<file path="src/rtl/unidad_control_multiciclo_pkg.sv">
// unidad_control_multiciclo_pkg: shared state, opcode, aluOp and select encodings for the multicycle control unit
package unidad_control_multiciclo_pkg;
  typedef enum logic [3:0] {
    S_FETCH    = 4'd0,
    S_DECODE   = 4'd1,
    S_MEMADR   = 4'd2,
    S_MEMREAD  = 4'd3,
    S_MEMWB    = 4'd4,
    S_MEMWRITE = 4'd5,
    S_EXECUTER = 4'd6,
    S_EXECUTEI = 4'd7,
    S_ALUWB    = 4'd8,
    S_BEQ      = 4'd9,
    S_JAL      = 4'd10
  } state_t;
  localparam logic [6:0] OP_LW  = 7'b0000011;
  localparam logic [6:0] OP_SW  = 7'b0100011;
  localparam logic [6:0] OP_R   = 7'b0110011;
  localparam logic [6:0] OP_I   = 7'b0010011;
  localparam logic [6:0] OP_BEQ = 7'b1100011;
  localparam logic [6:0] OP_JAL = 7'b1101111;
  localparam logic [1:0] ALUOP_ADD   = 2'b00;
  localparam logic [1:0] ALUOP_SUB   = 2'b01;
  localparam logic [1:0] ALUOP_FUNCT = 2'b10;
  localparam logic [1:0] SRCA_PC    = 2'b00;
  localparam logic [1:0] SRCA_OLDPC = 2'b01;
  localparam logic [1:0] SRCA_RS1   = 2'b10;
  localparam logic [1:0] SRCB_RS2  = 2'b00;
  localparam logic [1:0] SRCB_IMM  = 2'b01;
  localparam logic [1:0] SRCB_FOUR = 2'b10;
  localparam logic [1:0] RES_ALUOUT = 2'b00;
  localparam logic [1:0] RES_DATA   = 2'b01;
  localparam logic [1:0] RES_ALU    = 2'b10;
  function automatic logic op_legal(input logic [6:0] op);
    return op inside {OP_LW, OP_SW, OP_R, OP_I, OP_BEQ, OP_JAL};
  endfunction
endpackage

</file>
<file path="src/rtl/unidad_control_multiciclo_salidas.sv">
// control_salidas: combinational state-to-output decoder of the multicycle control FSM
module control_salidas
  import unidad_control_multiciclo_pkg::*;
(
  input  state_t     state,
  output logic [1:0] alu_op,
  output logic [1:0] src_a,
  output logic [1:0] src_b,
  output logic [1:0] result_src,
  output logic       adr_src,
  output logic       ir_write,
  output logic       reg_write,
  output logic       mem_write,
  output logic       pc_update,
  output logic       branch,
  output logic       done
);
  always_comb begin
    alu_op = ALUOP_ADD;
    src_a = SRCA_PC;
    src_b = SRCB_RS2;
    result_src = RES_ALUOUT;
    adr_src = 1'b0;
    ir_write = 1'b0;
    reg_write = 1'b0;
    mem_write = 1'b0;
    pc_update = 1'b0;
    branch = 1'b0;
    done = 1'b0;
    case (state)
      S_FETCH: begin
        src_b = SRCB_FOUR;
        result_src = RES_ALU;
        ir_write = 1'b1;
        pc_update = 1'b1;
      end
      S_DECODE: begin
        src_a = SRCA_OLDPC;
        src_b = SRCB_IMM;
      end
      S_MEMADR: begin
        src_a = SRCA_RS1;
        src_b = SRCB_IMM;
      end
      S_MEMREAD: adr_src = 1'b1;
      S_MEMWB: begin
        result_src = RES_DATA;
        reg_write = 1'b1;
        done = 1'b1;
      end
      S_MEMWRITE: begin
        adr_src = 1'b1;
        mem_write = 1'b1;
        done = 1'b1;
      end
      S_EXECUTER: begin
        src_a = SRCA_RS1;
        alu_op = ALUOP_FUNCT;
      end
      S_EXECUTEI: begin
        src_a = SRCA_RS1;
        src_b = SRCB_IMM;
        alu_op = ALUOP_FUNCT;
      end
      S_ALUWB: begin
        reg_write = 1'b1;
        done = 1'b1;
      end
      S_BEQ: begin
        src_a = SRCA_RS1;
        alu_op = ALUOP_SUB;
        branch = 1'b1;
        done = 1'b1;
      end
      S_JAL: begin
        src_a = SRCA_OLDPC;
        src_b = SRCB_FOUR;
        pc_update = 1'b1;
      end
      default: ;
    endcase
  end
endmodule

</file>
<file path="src/rtl/unidad_control_multiciclo.sv">
// unidad_control_multiciclo: main multicycle RV32I-subset control FSM (state register, next-state, enable gating)
module unidad_control_multiciclo
  import unidad_control_multiciclo_pkg::*;
(
  input  logic       clk,
  input  logic       reset,
  input  logic [6:0] op,
  input  logic       zero,
  output logic [1:0] aluOp,
  output logic [1:0] aluSrcA,
  output logic [1:0] aluSrcB,
  output logic [1:0] resultSrc,
  output logic       adrSrc,
  output logic       irWrite,
  output logic       regWrite,
  output logic       memWrite,
  output logic       pcWrite,
  output logic       instrDone,
  output logic       illegalOp
);
  state_t state, next, shown;
  logic ir_w, reg_w, mem_w, pc_upd, br, dn, ill;
  always_ff @(posedge clk) state <= reset ? S_FETCH : next;
  always_comb begin
    next = S_FETCH;
    case (state)
      S_FETCH:    next = S_DECODE;
      S_DECODE:   next = op == OP_LW || op == OP_SW ? S_MEMADR :
                         op == OP_R   ? S_EXECUTER :
                         op == OP_I   ? S_EXECUTEI :
                         op == OP_BEQ ? S_BEQ :
                         op == OP_JAL ? S_JAL : S_FETCH;
      S_MEMADR:   next = op == OP_LW ? S_MEMREAD : S_MEMWRITE;
      S_MEMREAD:  next = S_MEMWB;
      S_EXECUTER: next = S_ALUWB;
      S_EXECUTEI: next = S_ALUWB;
      S_JAL:      next = S_ALUWB;
      default:    next = S_FETCH;
    endcase
  end
  // under reset the selects show FETCH values while every enable is held low
  assign shown = reset ? S_FETCH : state;
  control_salidas u_salidas (
    .state(shown), .alu_op(aluOp), .src_a(aluSrcA), .src_b(aluSrcB),
    .result_src(resultSrc), .adr_src(adrSrc), .ir_write(ir_w), .reg_write(reg_w),
    .mem_write(mem_w), .pc_update(pc_upd), .branch(br), .done(dn)
  );
  assign ill = !reset && state == S_DECODE && !op_legal(op);
  assign irWrite = !reset && ir_w;
  assign regWrite = !reset && reg_w;
  assign memWrite = !reset && mem_w;
  assign pcWrite = !reset && (pc_upd || (br && zero));
  assign instrDone = !reset && (dn || ill);
  assign illegalOp = ill;
endmodule

</file>
<file path="config.mk">
export PLATFORM = sky130hd
export DESIGN_NAME = unidad_control_multiciclo
export DESIGN_NICKNAME = d
export VERILOG_FILES = /design/src/rtl/unidad_control_multiciclo_pkg.sv /design/src/rtl/unidad_control_multiciclo_salidas.sv /design/src/rtl/unidad_control_multiciclo.sv
export SDC_FILE = /design/constraint.sdc
export NUM_CORES = 1
export LEC_CHECK = 0
export CAP_MARGIN = 20
export CORE_MARGIN = 4
export CORE_UTILIZATION = 37
export CTS_CLUSTER_SIZE = 10
export DETAILED_ROUTE_END_ITERATION = 6
export PLACE_DENSITY = 0.71
export SETUP_SLACK_MARGIN = 0.15
export SLEW_MARGIN = 15
export SYNTH_ARGS = -nofsm -noshare
export SYNTH_HDL_FRONTEND = slang
export SYNTH_HIERARCHICAL = 1
export SYNTH_SLANG_ARGS = --single-unit
</file>
<file path="constraint.sdc">
create_clock -name clk -period 1.4 [get_ports clk]
set_input_delay 0.14 -clock clk [delete_from_list [all_inputs] [get_ports clk]]
set_output_delay 0.14 -clock clk [all_outputs]
set_load 0.1 [all_outputs]
</file>
==> results.cfg, run 1 <==
[clock_tree]
clock-sinks = 4
cts_setup_buffers = 8
clk_path_buf_depth = 2
h-tree-depth = 1
cts-resized-gates = 36
postCtsHoldBufs = 0
cts_root_buf = clkbuf_4
cts_made_buffers = 3

[placed_design]
io_buffers = 24
dp_hpwl_um = 2690
place.gp.congestion = 0.759
dp_cells = 137

[die]
rows = 14
die_w_um = 48.0
start_util_pct = 39.3
die_h_um = 48.0
ios = 25

[logic_synthesis]
async_reset_ff_share_pct = 0
yosys-top-cells-count = 9 x nor2b_1, 5 x nor3_1, 4 x buf_2, 4 x dfxtp_1, 4 x nor2_1
netlist_area_um2 = 592
synth.top_cell.area_share_pct = 13.5
ys_seq_elements = 4
yosysWarnings = 6
synthTopCellsByArea = dfxtp_1 14%, nor2b_1 9.5%, nand4bb_4 4.7%, nor4b_1 4.4%, and4bb_2 4.2%
synth.largest_area_cell = dfxtp_1
avgSynthCellArea_um2 = 8.22
ys_types = 38
yosysMostFrequentCell = nor2b_1
synthCells = 72
ys_seq_area_share_pct = 13.5
ys.flop_type = dfxtp_1
synth_edf_count = 0
synth_nets = 82

[status]
lastStage = clock tree synthesis
status = aborted with a tool error
stop_error = [ERROR DPL-0038] Utilization greater than 100%, impossible to legalize
-- per-stage QoR --
stage          utilization, %  area, um^2  hold slack, ns  setup slack, ns
2_1_floorplan               -         870           0.312           -0.723
3_3_place_gp             95.7        1440           0.572           -0.510
3_5_place_dp             95.7        1440           0.603           -0.579
-- cells by family after synthesis --
| kind of cell | count (synthesis) | share of synthesized area, % |
|---|---|---|
| xor gates and xnor gates | 4 | 5.92 |
| AOI/OAI and AO/OA | 10 | 12.9 |
| and+or+nand+nor | 46 | 58.1 |
| buffers and inverters | 7 | 7.82 |
| DFF | 4 | 13.5 |
| muxes | 1 | 1.69 |
==> run 2, diff against run 1 <==
--- a/config.mk
+++ b/config.mk
@@ -6,12 +6,10 @@
 export NUM_CORES = 1
 export LEC_CHECK = 0
 export CAP_MARGIN = 20
-export CORE_MARGIN = 4
-export CORE_UTILIZATION = 37
-export CTS_CLUSTER_SIZE = 10
+export CORE_AREA = 4 4 65 67
 export DETAILED_ROUTE_END_ITERATION = 6
-export PLACE_DENSITY = 0.71
-export SETUP_SLACK_MARGIN = 0.15
+export DIE_AREA = 0 0 69 71
+export PLACE_DENSITY_LB_ADDON = 0.15
 export SLEW_MARGIN = 15
 export SYNTH_ARGS = -nofsm -noshare
 export SYNTH_HDL_FRONTEND = slang
==> constraint.sdc (replaced) <==
create_clock -name clk -period 1.8 [get_ports clk]
set_input_delay 0.18 -clock clk [delete_from_list [all_inputs] [get_ports clk]]
set_output_delay 0.18 -clock clk [all_outputs]
set_load 0.1 [all_outputs]
==> results.cfg, run 2 <==
[status]
status = finished with violations
failed_checks = negative setup slack

[die]
start_util_pct = 16.3
coreArea_um2 = 3630
die_w_um = 69
ios = 25
dieArea_um2 = 4900
die_h_um = 71
rows = 22

[final_layout]
drive_above_1_share_pct = 72.8
final_cell_mix = 27 x buf_4, 15 x buf_12, 9 x nor2b_4
final_common_cell = buf_4
syn_to_final_growth_pct = 162
final_area_um2 = 1550
top_register = state
fillers = 355
largest_reg_flops = 4
fin_nets = 136
antenna_cells = 0
finalNonFillerCells = 173
reg.largest.list = state: 4 flops

[detailed_routing]
wl_per_cell_um = 12.1
wl_met2_um = 1040
drt-pass1-iter-count = 4
ant_nets = 0
vias = 748
wl_met3_um = 92
drc = 0
wl_met1_um = 956
wl_um = 2090
drt_iter0_drc = 27
vias_per_cell = 4.32
top_layer = met3

[logic_synthesis]
synth.top_cell.area_share_pct = 13.5
synth_nets = 82
ys_seq_elements = 4
synth_edf_count = 0
synthTopCellsByArea = dfxtp_1 14%, nor2b_1 9.5%, nand4bb_4 4.7%, nor4b_1 4.4%, and4bb_2 4.2%
synthCells = 72
ys_types = 38
ys_seq_area_share_pct = 13.5
ys.flop_type = dfxtp_1
yosysWarnings = 6
avgSynthCellArea_um2 = 8.22
async_reset_ff_share_pct = 0
synth.largest_area_cell = dfxtp_1
yosysMostFrequentCell = nor2b_1
yosys-top-cells-count = 9 x nor2b_1, 5 x nor3_1, 4 x buf_2, 4 x dfxtp_1, 4 x nor2_1
netlist_area_um2 = 592

[clock_tree]
clock-sinks = 4
cts.clk_slew.worst_paths_ns = 0.03
clock_latency_ns = 0.22
postCtsHoldBufs = 0
cts_tree = done
cts_made_buffers = 3
cts_root_buf = clkbuf_8
h-tree-depth = 1
clk_path_buf_depth = 2

[timing]
fmax_mhz = 551
holdWs_ns = 0.460
fin_crit_ns = 1.81
slew_headroom_pct = 70.4
min_period_over_period_pct = 101
setup-violations-final = 1
finalHoldViolCount = 0
tightest_slew_ns = 0.442
rsz0062_at_grt = true
finClkSkew_ns = 0.00403
drv_slew = 0
fin_setup_tns_ns = -0.0145
setup_ws_ns = -0.0145

[critical_path]
r2r_slack_ns = 0.21
end_kind = output port
r2r_end = state[2]
crit_required_ns = 1.62
reg2reg_depth = 5
cpMaxStageDelayCell = or4b_4
cp_max_fo = 3
r2r_start = state[3]
crit_cells = 4
cp_top_family = simple AND/OR/NAND/NOR gates
cp_cell_sequence = or4b_4 > buf_6 > nor4_4 > buf_12
crit_end = illegalOp
arrival_ns = 1.63
setup.worst_path.start = state[3]
critical_path.max_stage_delay_ns = 0.54
cp_num_buf_inv = 2
path_class = reg -> out
cp-start-kind = flip-flop

[placed_design]
dp_hpwl_um = 1660
dp_cells = 165
place.gp.congestion = 0.738
dpl-instance-area_um2 = 1410
io_buffers = 24

[global_route]
grt_pass1_wl_um = 3550
grt_max_degree = 9
grt_pass1_vias = 793
track_usage_pct = 8.83
antenna_found_initial = 0
grt.overflow.total = 0

[worst_hold_path]
hold_class = reg -> reg
hold_depth = 1

[pwr]
powerDensity_nw_per_um2 = 361
peakVddDrop_v = 0.000228
p_leak_nw = 0.622

[job]
cap_violations = 0
run 2: cell counts after synthesis:
No cell type changed its count.
run 2: worst min path at each step:
stage               slack, ns        to  startpoint
floorplan                0.35  state[0]       reset
global placement         0.51  state[0]    state[0]
detailed placement       0.53  state[0]    state[0]
CTS                      0.47  state[0]    state[0]
global route             0.49  state[0]    state[0]
finish                   0.46  state[0]    state[0]
run 2: stage by stage:
step | utilization (%) | setup slack (ns) | power [mW]
floorplan | - | -0.363 | 0.247
global placement | 38.7 | -0.207 | 0.356
detailed placement | 38.7 | -0.208 | 0.357
CTS | 40.7 | -0.0802 | 0.568
global route | 42.7 | -0.0689 | 0.594
finish | 42.7 | -0.0145 | 0.560
run 2: cells by family after synthesis:
kind of cell	share of synthesized area (%)
buf+inv	7.82
flops	13.5
mux	1.69
simple gates	58.1
xor+xnor	5.92
compound gates	12.9
run 2: layout make-up:
cell class,count,area [um^2],area share (%)
repair buffers,56,649,41.8
clock buffers,4,45.0,2.90
well taps,48,60.1,3.87
flip-flops and latches,4,92.6,5.96
multi-input cells,61,706,45.4
run 2: timing repair:
action                     4_1_cts  5_1_grt
setup endpoints to repair       13       11
resized for setup               12       11
pin swaps                        2        4
setup buffers                    1        3
run 2: routing by layer:
| metal | global-route usage, % | vias to the layer above |
|---|---|---|
| li1 | - | 378 |
| met1 | 11.3 | 351 |
| met2 | 14.0 | 19 |
| met3 | 3.55 | 0 |
| met4 | 1.95 | 0 |
| met5 | 0 | - |
run 2: worst reg2reg max path, cell delays in order (launching register included):
cell and delay (ns):
dfxtp_2 0.32, or4b_4 0.54, buf_6 0.14, buf_4 0.13, nor4b_1 0.23, or3_1 0.15
run 2: power breakdown:
group          switching (mW)  internal (mW)  leakage (nW)
Clock                  0.0492          0.151        0.0228
Sequential            0.00292         0.0883        0.0352
Combinational           0.147          0.121         0.565
Total                   0.199          0.361         0.622
Power figures use the tool's default switching activity.
==> run 3, diff against run 2 <==
--- a/config.mk
+++ b/config.mk
@@ -10,6 +10,7 @@
 export DETAILED_ROUTE_END_ITERATION = 6
 export DIE_AREA = 0 0 69 71
 export PLACE_DENSITY_LB_ADDON = 0.15
+export SETUP_SLACK_MARGIN = 0.02
 export SLEW_MARGIN = 15
 export SYNTH_ARGS = -nofsm -noshare
 export SYNTH_HDL_FRONTEND = slang
==> results.cfg, run 3 (synthesis results as in run 2) <==
[timing]
setup-violations-final = 1
drv_slew = 0
tightest_slew_ns = 0.435
rsz0062_at_grt = true
setup_ws_ns = -0.0152
fin_setup_tns_ns = -0.0152
finClkSkew_ns = 0.00397
min_period_over_period_pct = 101
finalHoldViolCount = 0
fmax_mhz = 551
fin_crit_ns = 1.82
slew_headroom_pct = 70.9

[pwr]
finalPower_mw = 0.565
powerDensity_nw_per_um2 = 347
p_leak_nw = 0.655
peakVddDrop_v = 0.000230

[die]
dieArea_um2 = 4900
die_w_um = 69
start_util_pct = 16.3
rows = 22
ios = 25
coreArea_um2 = 3630
die_h_um = 71

[final_layout]
final_cell_mix = 27 x buf_4, 16 x buf_12, 9 x nor2b_4
drive_above_1_share_pct = 73.6
largest_reg_flops = 4
fillers = 344
fin_nets = 140
reg.largest.list = state: 4 flops
top_register = state
syn_to_final_growth_pct = 175
post-route-util_pct = 44.9
final_common_cell = buf_4
antenna_cells = 0
multi_input_area_um2 = 729
area.sequential_um2 = 92.6

[job]
cap_violations = 0

[clock_tree]
cts_root_buf = clkbuf_8
clock-sinks = 4
clock_latency_ns = 0.22
cts_made_buffers = 3
cts_tree = done
clk_path_buf_depth = 2
h-tree-depth = 1
cts.clk_slew.worst_paths_ns = 0.03

[critical_path]
path_class = reg -> out
crit_required_ns = 1.62
cp_max_fo = 3
critical_path.max_stage_delay_ns = 0.54
end_kind = output port
cpMaxStageDelayCell = or4b_4
arrival_ns = 1.64
cp_cell_sequence = or4b_4 > buf_6 > nor4_4 > buf_12
cp-start-kind = flip-flop

[detailed_routing]
drt-pass1-iter-count = 2
drc = 0
drt_iter0_drc = 19
vias_per_cell = 4.29
wl_um = 2100
wl_per_cell_um = 11.9
ant_nets = 0
vias = 759

[placed_design]
dp_slack_ns = -0.208
io_buffers = 24
dp_hpwl_um = 1660
place.gp.congestion = 0.738

[worst_hold_path]
hold_class = reg -> reg

[global_route]
grt_pass1_vias = 796
grt_max_degree = 9
grt.overflow.total = 0
track_usage_pct = 8.80
antenna_found_initial = 0
grt_pass1_wl_um = 3550

[status]
failed_checks = negative setup slack
status = finished with violations
[run 3: cell types whose count changed in the layout (fill, tap and decap cells not counted), sizes merged]
cell,delta
buf,+4
[run 3: timing repair]
action | 4_1_cts | 5_1_grt
resized for setup | 14 | 15
pin swaps | 3 | 6
setup endpoints to repair | 15 | 9
setup buffers | 2 | 6
hold buffers | 0 | 0
[run 3: per-stage QoR]
step                      instance area [um^2]  hold slack [ns]  std cells
after global placement                    1410            0.509        165
after floorplan                            815            0.352         72
final                                     1630            0.462        177
after global routing                      1630            0.486        177
after detailed placement                  1410            0.527        165
after CTS                                 1500            0.468        171
[run 3: path summary, 6_finish.rpt]
path / start / slack [ns] / cells past startpoint / endpoint
max: state[3] / -0.02 / 4 / illegalOp
min: state[0] / 0.46 / 1 / state[0]
max reg2reg: state[3] / 0.21 / 5 / state[2]
min reg2reg: state[0] / 0.46 / 1 / state[0]
[run 3: area by class of cell]
class / count / share of cell area (%)
Tap cell: 48 / 3.68
Sequential cell: 4 / 5.68
Timing Repair Buffer: 60 / 43.1
Multi-Input combinational cell: 61 / 44.7
Clock buffer: 4 / 2.76
[run 3: layer usage]
layer / part of all wire (%) / wire, um / GRT usage, % / up-vias
li1: - / - / - / 383
met1: 45 / 954 / 11.1 / 357
met2: 49 / 1040 / 14.1 / 17
met3: 4.4 / 92 / 3.55 / 2
met4: 0.62 / 13 / 1.95 / 0
met5: 0 / 0 / 0 / -
[run 3: power breakdown]
group          switching, mW  total [mW]  internal [mW]  leakage, nW
clock network         0.0492       0.201          0.151       0.0228
logic                  0.149       0.273          0.124        0.597
registers            0.00292      0.0912         0.0883       0.0352
total                  0.201       0.565          0.364        0.655
[run 3: critical path, delay by kind of cell (launching register included)]
family	cells	cell delay [ns]
simple gates	2	0.73
buf+inv	2	0.35
flops	1	0.32
==> run 4, diff against run 3 <==
--- a/config.mk
+++ b/config.mk
@@ -9,6 +9,7 @@
 export CORE_AREA = 4 4 65 67
 export DETAILED_ROUTE_END_ITERATION = 6
 export DIE_AREA = 0 0 69 71
+export DONT_BUFFER_PORTS = 1
 export PLACE_DENSITY_LB_ADDON = 0.15
 export SETUP_SLACK_MARGIN = 0.02
 export SLEW_MARGIN = 15
==> results.cfg, run 4 (synthesis results as in run 2) <==
[global_route]
grt_pass1_wl_um = 3240
track_usage_pct = 7.92
grt.overflow.total = 0
grt_pass1_vias = 674
grt_max_degree = 13
antenna_found_initial = 0

[critical_path]
r2r_start = state[2]
setup.worst_path.start = state[2]
end_kind = output port
crit_end = instrDone
cp_max_fo = 5
r2r_end = state[2]
path_class = reg -> out
reg2reg_depth = 4
crit_required_ns = 1.62
r2r_slack_ns = 0.26
cp-start-kind = flip-flop
arrival_ns = 1.64

[timing]
setup-violations-final = 1
fin_crit_ns = 1.82
finalHoldViolCount = 0
rsz0062_at_grt = true
drv_slew = 0
finClkSkew_ns = 0.00400
slew_headroom_pct = 69.6
fmax_mhz = 549
min_period_over_period_pct = 101
tightest_slew_ns = 0.454
setup_ws_ns = -0.0200

[final_layout]
fin_nets = 113
reg.largest.list = state: 4 flops
syn_to_final_growth_pct = 127
top_register = state
final_cell_mix = 14 x buf_4, 13 x buf_12, 9 x nor2b_4
antenna_cells = 0
largest_reg_flops = 4
fillers = 383
final_common_cell = buf_4
drive_above_1_share_pct = 72.5

[die]
dieArea_um2 = 4900
die_h_um = 71
rows = 22
ios = 25
start_util_pct = 16.3
die_w_um = 69
coreArea_um2 = 3630

[clock_tree]
cts_root_buf = clkbuf_8
h-tree-depth = 1
cts_made_buffers = 3
cts_tree = done
clock-sinks = 4
clock_latency_ns = 0.22
postCtsHoldBufs = 0
cts.clk_slew.worst_paths_ns = 0.03
clk_path_buf_depth = 2

[pwr]
powerDensity_nw_per_um2 = 380
switchingPower_mw = 0.178
seqPwrFrac_pct = 17.9
power_frac_comb_pct = 42.7
swShare_pct = 34.9
p_leak_nw = 0.505
finalPower_mw = 0.510
clkPwrFrac_pct = 39.4
intPower_mw = 0.332
peakVddDrop_v = 0.000187

[detailed_routing]
wl_per_cell_um = 12.5
drt-pass1-iter-count = 4
drc = 0
ant_nets = 0
drt_iter0_drc = 24
vias_per_cell = 4.43
vias = 665
wl_um = 1880

[status]
status = finished with violations
failed_checks = negative setup slack

[job]
cap_violations = 0

[placed_design]
dp_slack_ns = 0.121
dp_hpwl_um = 1440
io_buffers = 0
place.gp.congestion = 0.678

[worst_hold_path]
hold_class = in -> reg
-- run 4: cell types whose count changed in the layout (fill, tap and decap cells not counted), sizes merged --
cell / delta
dlymetal6s2s: -2
clkdlybuf4s50: -6
buf: -20
clkbuf: +1
-- run 4: final cells by class --
class	instances	area (um^2)	area share (%)
repair buffers	33	447	33.2
clock buffers	4	45.0	3.35
multi-input cells	61	702	52.2
flip-flops and latches	4	90.1	6.70
well taps	48	60.1	4.47
-- run 4: how the worst min path moves through the flow --
stage	to	startpoint	cells past startpoint
after floorplan	state[0]	reset	2
after global placement	state[0]	reset	2
after detailed placement	state[0]	reset	2
after CTS	state[0]	reset	2
after global routing	state[0]	reset	2
final	state[0]	reset	2
-- run 4: per-stage QoR --
stage          hold WS [ns]  instances  instance area [um^2]  utilization, %  setup TNS, ns
4_1_cts               0.141        148                  1290            35.5        -0.0364
5_1_grt               0.151        150                  1340            37.0         -0.158
6_report              0.145        150                  1340            37.0        -0.0200
3_5_place_dp          0.376        140                  1200            32.9              0
2_1_floorplan         0.352         72                   815               -         -0.892
3_3_place_gp          0.377        140                  1200            32.9              0
-- run 4: worst max-delay path: stages (launching register included) --
cell,delay (ns)
dfxtp_2,0.33
or4b_4,0.59
o41ai_4,0.28
buf_12,0.22
-- run 4: repair_timing --
action                                  in CTS  in global routing
pin swaps                                    1                  1
resized for setup                            5                  9
endpoints found under the setup margin       9                  9
buffers inserted                             4                  2
-- run 4: per-layer routing --
metal / global-route usage (%) / part of all wire, %
met5: 0 / 0
met3: 3.41 / 5.4
met2: 12.5 / 49
met1: 10.4 / 46
met4: 0.651 / 0
-- run 4: power by group through the flow --
stage               Combinational (mW)  Clock, mW  Sequential (mW)
global placement                 0.208          0           0.0933
CTS                              0.216      0.209           0.0929
global route                     0.226      0.220           0.0923
detailed placement               0.208          0           0.0938
floorplan                        0.154          0           0.0932
finish                           0.218      0.201           0.0915
